$ cat src/rtl/hdmi_mode_ctrl.sv
// -----------------------------------------------------------------------------
// hdmi_mode_ctrl
//
// Video-mode configuration controller for the HDMI pixel generator.
// The controller stages eight horizontal and vertical timing values. A commit
// request validates them. A valid mode is applied only at a frame boundary,
// or when a bounded wait for that boundary expires. While the active timing
// outputs change, the generator is held in reset.
//
// Ports
//   i_pixclk        pixel clock (only clock)
//   i_reset         synchronous active-high reset
//   i_wr            staging register write strobe (honoured in IDLE only)
//   i_addr          staging address 0..7 = hw, hp, hs, hr, vh, vp, vs, vr
//   i_data          write data; vertical registers take i_data[VW-1:0]
//   i_commit        validate-and-apply request (honoured in IDLE only)
//   i_newframe      frame-boundary pulse from the generator
//   o_busy          commit (or post-reset hold) in progress
//   o_err           bit0 invalid mode rejected, bit1 switch forced by timeout
//   o_gen_reset     reset to the generator
//   o_hm_*/o_vm_*   active horizontal / vertical mode
//   o_switch_count  completed mode switches, wraps at 255
// -----------------------------------------------------------------------------
module hdmi_mode_ctrl #(
    parameter int HW         = 12,
    parameter int VW         = 12,
    parameter int DEF_HW     = 640,
    parameter int DEF_HP     = 656,
    parameter int DEF_HS     = 752,
    parameter int DEF_HR     = 800,
    parameter int DEF_VH     = 480,
    parameter int DEF_VP     = 490,
    parameter int DEF_VS     = 492,
    parameter int DEF_VR     = 525,
    parameter int RST_CYCLES = 4,
    parameter int TIMEOUT    = 1048576
) (
    input  logic          i_pixclk,
    input  logic          i_reset,
    input  logic          i_wr,
    input  logic [2:0]    i_addr,
    input  logic [HW-1:0] i_data,
    input  logic          i_commit,
    input  logic          i_newframe,
    output logic          o_busy,
    output logic [1:0]    o_err,
    output logic          o_gen_reset,
    output logic [HW-1:0] o_hm_width,
    output logic [HW-1:0] o_hm_porch,
    output logic [HW-1:0] o_hm_synch,
    output logic [HW-1:0] o_hm_raw,
    output logic [VW-1:0] o_vm_height,
    output logic [VW-1:0] o_vm_porch,
    output logic [VW-1:0] o_vm_synch,
    output logic [VW-1:0] o_vm_raw,
    output logic [7:0]    o_switch_count
);

    localparam int TMO_W  = (TIMEOUT > 2) ? $clog2(TIMEOUT) : 1;
    localparam int HOLD_W = $clog2(RST_CYCLES);
    localparam logic [TMO_W-1:0]  TMO_LAST  = TMO_W'(TIMEOUT - 1);
    localparam logic [HOLD_W-1:0] HOLD_LAST = HOLD_W'(RST_CYCLES - 1);

    typedef enum logic [1:0] {
        S_IDLE  = 2'd0,
        S_CHECK = 2'd1,
        S_WAIT  = 2'd2,
        S_HOLD  = 2'd3
    } state_t;

    state_t            r_state;
    logic [TMO_W-1:0]  r_tmo_cnt;
    logic [HOLD_W-1:0] r_hold_cnt;
    logic              r_from_reset;   // current HOLD is the post-reset hold, not a switch
    logic              r_busy;
    logic [1:0]        r_err;
    logic              r_gen_reset;
    logic [7:0]        r_switch_count;

    // staged mode
    logic [HW-1:0] r_stg_hw, r_stg_hp, r_stg_hs, r_stg_hr;
    logic [VW-1:0] r_stg_vh, r_stg_vp, r_stg_vs, r_stg_vr;
    // active mode
    logic [HW-1:0] r_act_hw, r_act_hp, r_act_hs, r_act_hr;
    logic [VW-1:0] r_act_vh, r_act_vp, r_act_vs, r_act_vr;

    logic w_h_ok;
    logic w_v_ok;

    // Horizontal rule; the porch sum is one bit wider so it can never wrap.
    function automatic logic f_h_valid(input logic [HW-1:0] w, input logic [HW-1:0] p,
                                       input logic [HW-1:0] s, input logic [HW-1:0] r);
        logic [HW:0] p_plus;
        p_plus = {1'b0, p} + (HW+1)'(14);
        return (w > HW'(16)) && (w < p) && (p < s) && (s < r) && (p_plus < {1'b0, r});
    endfunction

    // Vertical rule.
    function automatic logic f_v_valid(input logic [VW-1:0] h, input logic [VW-1:0] p,
                                       input logic [VW-1:0] s, input logic [VW-1:0] r);
        return (h > VW'(16)) && (h < p) && (p < s) && (s < r);
    endfunction

    assign w_h_ok = f_h_valid(r_stg_hw, r_stg_hp, r_stg_hs, r_stg_hr);
    assign w_v_ok = f_v_valid(r_stg_vh, r_stg_vp, r_stg_vs, r_stg_vr);

    // Controller FSM, staging/active registers and all registered outputs.
    always_ff @(posedge i_pixclk) begin
        if (i_reset) begin
            r_state        <= S_HOLD;
            r_tmo_cnt      <= '0;
            r_hold_cnt     <= '0;
            r_from_reset   <= 1'b1;
            r_busy         <= 1'b1;
            r_err          <= 2'b00;
            r_gen_reset    <= 1'b1;
            r_switch_count <= 8'd0;
            r_stg_hw <= HW'(DEF_HW); r_stg_hp <= HW'(DEF_HP);
            r_stg_hs <= HW'(DEF_HS); r_stg_hr <= HW'(DEF_HR);
            r_stg_vh <= VW'(DEF_VH); r_stg_vp <= VW'(DEF_VP);
            r_stg_vs <= VW'(DEF_VS); r_stg_vr <= VW'(DEF_VR);
            r_act_hw <= HW'(DEF_HW); r_act_hp <= HW'(DEF_HP);
            r_act_hs <= HW'(DEF_HS); r_act_hr <= HW'(DEF_HR);
            r_act_vh <= VW'(DEF_VH); r_act_vp <= VW'(DEF_VP);
            r_act_vs <= VW'(DEF_VS); r_act_vr <= VW'(DEF_VR);
        end else begin
            case (r_state)
                S_IDLE: begin
                    // A write in the commit cycle lands before CHECK reads the stage.
                    if (i_wr) begin
                        case (i_addr)
                            3'd0:    r_stg_hw <= i_data;
                            3'd1:    r_stg_hp <= i_data;
                            3'd2:    r_stg_hs <= i_data;
                            3'd3:    r_stg_hr <= i_data;
                            3'd4:    r_stg_vh <= i_data[VW-1:0];
                            3'd5:    r_stg_vp <= i_data[VW-1:0];
                            3'd6:    r_stg_vs <= i_data[VW-1:0];
                            3'd7:    r_stg_vr <= i_data[VW-1:0];
                            default: r_stg_hw <= r_stg_hw;
                        endcase
                    end
                    if (i_commit) begin
                        r_state <= S_CHECK;
                        r_busy  <= 1'b1;
                        r_err   <= 2'b00;
                    end
                end
                S_CHECK: begin
                    if (w_h_ok && w_v_ok) begin
                        r_state   <= S_WAIT;
                        r_tmo_cnt <= '0;
                    end else begin
                        r_state  <= S_IDLE;
                        r_busy   <= 1'b0;
                        r_err[0] <= 1'b1;
                    end
                end
                S_WAIT: begin
                    // A frame boundary on the timeout cycle counts as a normal switch.
                    if (i_newframe || (r_tmo_cnt == TMO_LAST)) begin
                        if (!i_newframe) begin
                            r_err[1] <= 1'b1;
                        end
                        r_state      <= S_HOLD;
                        r_hold_cnt   <= '0;
                        r_gen_reset  <= 1'b1;
                        r_from_reset <= 1'b0;
                        // Active mode changes on the same edge gen_reset rises.
                        r_act_hw <= r_stg_hw; r_act_hp <= r_stg_hp;
                        r_act_hs <= r_stg_hs; r_act_hr <= r_stg_hr;
                        r_act_vh <= r_stg_vh; r_act_vp <= r_stg_vp;
                        r_act_vs <= r_stg_vs; r_act_vr <= r_stg_vr;
                    end else begin
                        r_tmo_cnt <= r_tmo_cnt + TMO_W'(1);
                    end
                end
                S_HOLD: begin
                    if (r_hold_cnt == HOLD_LAST) begin
                        r_state     <= S_IDLE;
                        r_gen_reset <= 1'b0;
                        r_busy      <= 1'b0;
                        if (!r_from_reset) begin
                            r_switch_count <= r_switch_count + 8'd1;
                        end
                    end else begin
                        r_hold_cnt <= r_hold_cnt + HOLD_W'(1);
                    end
                end
                default: begin
                    r_state     <= S_IDLE;
                    r_busy      <= 1'b0;
                    r_gen_reset <= 1'b0;
                end
            endcase
        end
    end

    assign o_busy         = r_busy;
    assign o_err          = r_err;
    assign o_gen_reset    = r_gen_reset;
    assign o_switch_count = r_switch_count;
    assign o_hm_width     = r_act_hw;
    assign o_hm_porch     = r_act_hp;
    assign o_hm_synch     = r_act_hs;
    assign o_hm_raw       = r_act_hr;
    assign o_vm_height    = r_act_vh;
    assign o_vm_porch     = r_act_vp;
    assign o_vm_synch     = r_act_vs;
    assign o_vm_raw       = r_act_vr;

endmodule
$ cat config.mk
export PLATFORM = sky130hd
export DESIGN_NAME = hdmi_mode_ctrl
export DESIGN_NICKNAME = d
export VERILOG_FILES = /design/src/rtl/hdmi_mode_ctrl.sv
export SDC_FILE = /design/constraint.sdc
export NUM_CORES = 1
export LEC_CHECK = 0
export CORE_MARGIN = 10
export CORE_UTILIZATION = 55
export CTS_CLUSTER_DIAMETER = 30
export DETAILED_ROUTE_END_ITERATION = 16
export PLACE_DENSITY = 0.86
export SLEW_MARGIN = 25
export SYNTH_ARGS = -nofsm -noshare
export SYNTH_HDL_FRONTEND = slang
export SYNTH_SLANG_ARGS = --single-unit
$ cat constraint.sdc
create_clock -name i_pixclk -period 8.9 [get_ports i_pixclk]
set_input_delay 2.67 -clock i_pixclk [delete_from_list [all_inputs] [get_ports i_pixclk]]
set_output_delay 2.67 -clock i_pixclk [all_outputs]
set_load 0.01 [all_outputs]
[After elaboration in Yosys (flattened, before gate mapping)]
Cells that the tools add are included.
Word-level totals
  memories: 0
  input bits: 20
  bits in read-only memories: 0
  bits in registers: 229
  bits in latches: 0
  bits in writable memories: 0
Operators by class
  multiplexer cells: 23
  multipliers: 0
  add/sub/neg operators: 4
  bitwise gates (word level): 1
  reduce and logical (&&, ||, !) cells: 33
  divide/modulo/power cells: 0
  order comparisons: 9
  equality and inequality tests: 20
  shift-type cells: 0
Operators with widths (number)
  12-bit less-than comparator: 6
  3-bit AND reduction: 14
  20-bit 2-to-1 mux: 2
  20-bit one-hot mux with 2 select lines: 1
  12-bit by 5-bit greater-than comparator with 1-bit output (second input constant): 2
  20-bit by 1-bit adder with 20-bit output (second input constant): 1
  20-bit == test (second input constant): 1
  2-bit inequality test (second input constant): 8
  2-bit 2-to-1 mux: 7
  12-bit by 4-bit adder with 13-bit output (second input constant): 1
  13-bit by 12-bit less-than comparator with 1-bit output: 1
  3-bit == test (second input constant): 4
  8-bit by 1-bit adder with 8-bit output (second input constant): 1
  1-bit logical AND: 8
  2-bit one-hot mux with 4 select lines: 1
  4-bit AND reduction: 2
  2-bit nonzero test: 4
  1-bit 2-to-1 mux: 7
  2-bit == test (second input constant): 3
  3-bit by 2-bit == test with 1-bit output (second input constant): 2
  1-bit one-hot mux with 2 select lines: 3
  2-bit one-hot mux with 2 select lines: 1
  3-bit by 1-bit == test with 1-bit output (second input constant): 1
  3-bit logical NOT: 1
  other kinds (8): 8

[Longest topological paths before layout]
  depth after elaboration: 8
  depth in mapped cells: 16
  gate-level depth less buffers: 15

[Worst setup path after synthesis]
Ideal clock, no wire load.
  kind: input port to flip-flop
  from: input port i_newframe
  to: register r_tmo_cnt[17]
  slack: 4.799 ns
  path buffers: 0
  stages on the path: 6
  library setup time: 0.070 ns
  arrival time: 4.031 ns
  data required time: 8.830 ns
  cells stage by stage: a31oi_2 -> nor2_4 -> nor4_2 -> a21oi_2 -> or4_1 -> a21oi_1
On the way
  cells in the longest elaborated chain, start to end: 3
Ends and longest elaborated chain
  start: declaration: RTL line 44  | input logic i_newframe,
  1-bit logical OR: RTL line 161  | if (i_newframe || (r_tmo_cnt == TMO_LAST)) begin
  2-bit inequality test (no line)
  3-bit AND reduction (no line)
  end signal: assignment: RTL line 175  | r_tmo_cnt <= r_tmo_cnt + TMO_W'(1);
  end: declaration: RTL line 72  | logic [TMO_W-1:0] r_tmo_cnt;
No other way between the ends.
A chain may end at the register's enable or synchronous reset.

[Worst setup path after layout]
Same ends and word-level chain as after synthesis.

==> impl_metrics.toml <==
[setup_path]
timing.critical_path.slowest_stage_cell = "a31oi_2"
regToRegStartpoint = "r_stg_hp[1]"
worst_path_cell_chain = "clkdlybuf4s50_1 -> a31oi_2 -> nor2_4 -> buf_4 -> nor4_2 -> a21oi_4 -> or4_1 -> a21oi_1"
timing_worst_setup_path_type = "in -> reg"
cp-end-kind = "flip-flop"
critPathBufInv = 2
top_cell_family_by_delay_on_the_critical_path = "simple AND/OR/NAND/NOR gates"
worst-endpoint-required_ps = 9340
cp-start-kind = "primary input"
cp_max_fo = 71
cp_data_arrival_time_ps = 5490
rrSetupSlack_ps = 4940
r2r-end = "r_tmo_cnt[17]"
cpPeakStageDelay_ps = 570
reg2regPathDepth = 14

[yosys]
post_synthesis_register_bit_count = 229
synthesis.yosys.warnings = 0
yosys-top-cells-area = "dfxtp_1 43%, nand2_1 11%, ha_1 9.9%, a21oi_1 8.0%, a211o_1 4.4%"
synth.lib_cells_used.distinct = 56
syn_area_per_cell_um2 = 8.04
ys_dominant_reg_cell = "dfxtp_1"
seq_area_frac_synth_pct = 42.8
post_synth_instance_area_mm2 = 0.0107
synthesis.nets = 1436
synthArstFlopShare_pct = 0
synth_enable_flop_cells = 0
synth_top_cell_by_area = "dfxtp_1"
post-synth-top-area-fraction_pct = 42.8
post_synth_inst_count = 1331

[clocking]
worst_skew_pair_later_pin_latency_ps = 520
cts_buffer_depth = 3
number_of_gates_resized_after_cts = 0
cts_tree = "yes"
cts.htree.levels = 2
cts_setup_buffers = 0
clkTransAtPathRegs_ps = 50
cts_made_buffers = 42
root_buffer = "clkbuf_16"
clock-sinks = 229
cts_hold_buffers = 0

[routing]
vias_per_cell = 5.78
wl_per_cell_um = 18.1
num_vias = 9935
initialDrtViolationCount = 999
drc_errors = 0
routed_wl_um = 31100
detail_route.first_pass.iterations = 7
drt.antenna.violating_nets = 0

[timing]
period_needed_ps = 5050
fmax_mhz = 198
worst-slew-pin-transition_ps = 1020
clock_skew_ps = 9.75
max_slew_violation_total_from_the_final_report = 0
maxSlewHeadroom_pct = 32.0
grt_setup_unrepaired = "no"
final_min_period_over_clock_period_pct = 56.7
minimum_hold_slack_ps = 451
setup_viol = 0
hold_violations = 0
setup_tns_ps = 0

[cells_and_area]
count_of_inserted_antenna_diode_cells = 0
fin_util_pct = 71.5
area_of_the_multi_input_gates_mm2 = 0.00551
sequential_cell_area_mm2 = 0.00458
layout.cells.most_common_list = "308 x nand2_1, 229 x dfxtp_1, 170 x a21oi_1"
final_common_cell = "nand2_1"
finalNonFillerCells = 1719
fillerInstances = 1433
drive_above_1_share_pct = 6.92
synthToLayoutAreaGrowth_pct = 26.2
final_nets = 1530
final_design_area_no_fill_mm2 = 0.0135

[grt]
grt.overflow.total = 0
number_of_antenna_violations_at_the_first_check_in_global_routing = 0
track_usage_pct = 23.3
wire_length_of_the_first_global_routing_pass_um = 49700
grt_pass1_vias = 9566
grt_max_degree = 108

[pwr]
pwr-share-comb_pct = 13.3
internal_power_uw = 2320
switching_share_pct = 26.6
seq_power_share_pct = 35.1
worst_ir_drop_vdd_uv = 166
netSwitchingPower_uw = 841
power_density_mw_per_mm2 = 234
proportion_of_power_drawn_by_the_clock_network_pct = 51.6
leakage_uw = 0.00512

[floorplanning]
fp.dieW_um = 159
initial_core_util_pct = 56.6
floorplan.die_area_mm2 = 0.0254
pin_count = 128
die_height_um = 159
floorplan.rows = 50
core_area_mm2 = 0.0189

[placed_design]
io_buffers = 127
dp_cells = 1641
gp_congestion = 1.01
hpwlAfterDp_um = 21200
placed_cell_area_mm2 = 0.0120

[status]
result_of_the_run = "completed"

[hold_path]
min_to = "o_vm_raw[8]"
min_from = "o_vm_raw[8]"
min_path_type = "reg -> reg"
min_path_cells = 2

[flow_run]
cap_viol_max_count = 0
[power by group through the flow]
stage / clock network [uW] / registers (uW) / logic (uW)
floorplan: 0 / 1140 / 272
global placement: 0 / 1130 / 396
detailed placement: 0 / 1130 / 409
CTS: 1640 / 1110 / 412
global route: 1700 / 1110 / 464
finish: 1630 / 1110 / 420
[cell type report]
| cell class | instances | area share (%) |
|---|---|---|
| Clock buffer | 51 | 8.65 |
| Clock inverter | 27 | 2.32 |
| Inverter | 76 | 2.11 |
| Multi-Input combinational cell | 943 | 40.8 |
| Sequential cell | 229 | 33.9 |
| Tap cell | 260 | 2.41 |
| Timing Repair Buffer | 133 | 9.76 |
[worst register-to-register path, cell delays in order, from the launching register on]
cell       delay, ps
dfxtp_1          440
inv_1            120
ha_1             240
nand2_1          110
nand2b_1         130
xnor2_1          160
ha_1             340
a21oi_1          170
a21boi_1          80
a2111oi_0        480
a211oi_1         320
nor4_2           340
a21oi_4          260
or4_1            570
a21oi_1          140
[metrics by stage]
stage | setup WS, ps | power, uW
2_1_floorplan | 4800 | 1410
3_3_place_gp | 3430 | 1520
3_5_place_dp | 3350 | 1540
4_1_cts | 3870 | 3160
5_1_grt | 3650 | 3280
6_report | 3850 | 3160
[cells in the mapped netlist, drive strengths merged, types with 4 or more instances]
master,n
nand2,308
ha,85
nand4,21
a21oi,171
buf,13
inv,76
xor2,6
mux2i,7
o22ai,4
xnor2,10
dfxtp,229
nand3b,15
clkbuf,70
and3,7
nand3,20
or3,22
nor3,16
nand2b,9
nor4,8
a211o,54
a31oi,5
o21ai,32
nor2,95
nor3b,4
[worst max path at each step]
stage	startpoint	end	cells after the start
CTS	i_newframe	r_tmo_cnt[17]	8
global route	i_newframe	o_vm_porch[7]	6
floorplan	i_newframe	r_tmo_cnt[17]	6
global placement	i_newframe	r_tmo_cnt[17]	8
finish	i_newframe	r_tmo_cnt[17]	8
detailed placement	i_newframe	r_tmo_cnt[17]	8
[routing by layer]
layer / global-route usage, % / vias to the layer above / part of all wire, %
li1: - / 4744 / -
met1: 31.2 / 4625 / 43
met2: 36.2 / 485 / 44
met3: 5.45 / 81 / 10
met4: 7.46 / 0 / 2.7
met5: 0 / - / 0
[flip-flops by register name, indices dropped and copies added, names as in the netlist, 2 cells and up, named ones only]
signal / flops
r_tmo_cnt: 20
o_hm_porch: 12
o_hm_raw: 12
o_hm_synch: 12
o_hm_width: 12
o_vm_height: 12
o_vm_porch: 12
o_vm_raw: 12
o_vm_synch: 12
r_stg_hp: 12
r_stg_hr: 12
r_stg_hs: 12
r_stg_hw: 12
r_stg_vh: 12
r_stg_vp: 12
r_stg_vr: 12
r_stg_vs: 12
o_switch_count: 8
o_err: 2
r_hold_cnt: 2
[cell families after synthesis]
kind of cell / after synthesis / synth area share, %
flip-flops: 229 / 42.8
AO/OA/AOI/OAI: 298 / 17.1
XOR/XNOR: 16 / 1.31
adder cells (fa/ha/maj): 85 / 9.94
multiplexers: 7 / 0.655
buffers and inverters: 159 / 5.89
AND/OR/NAND/NOR: 537 / 22.3
No activity file was read; power rests on OpenSTA's default activity.
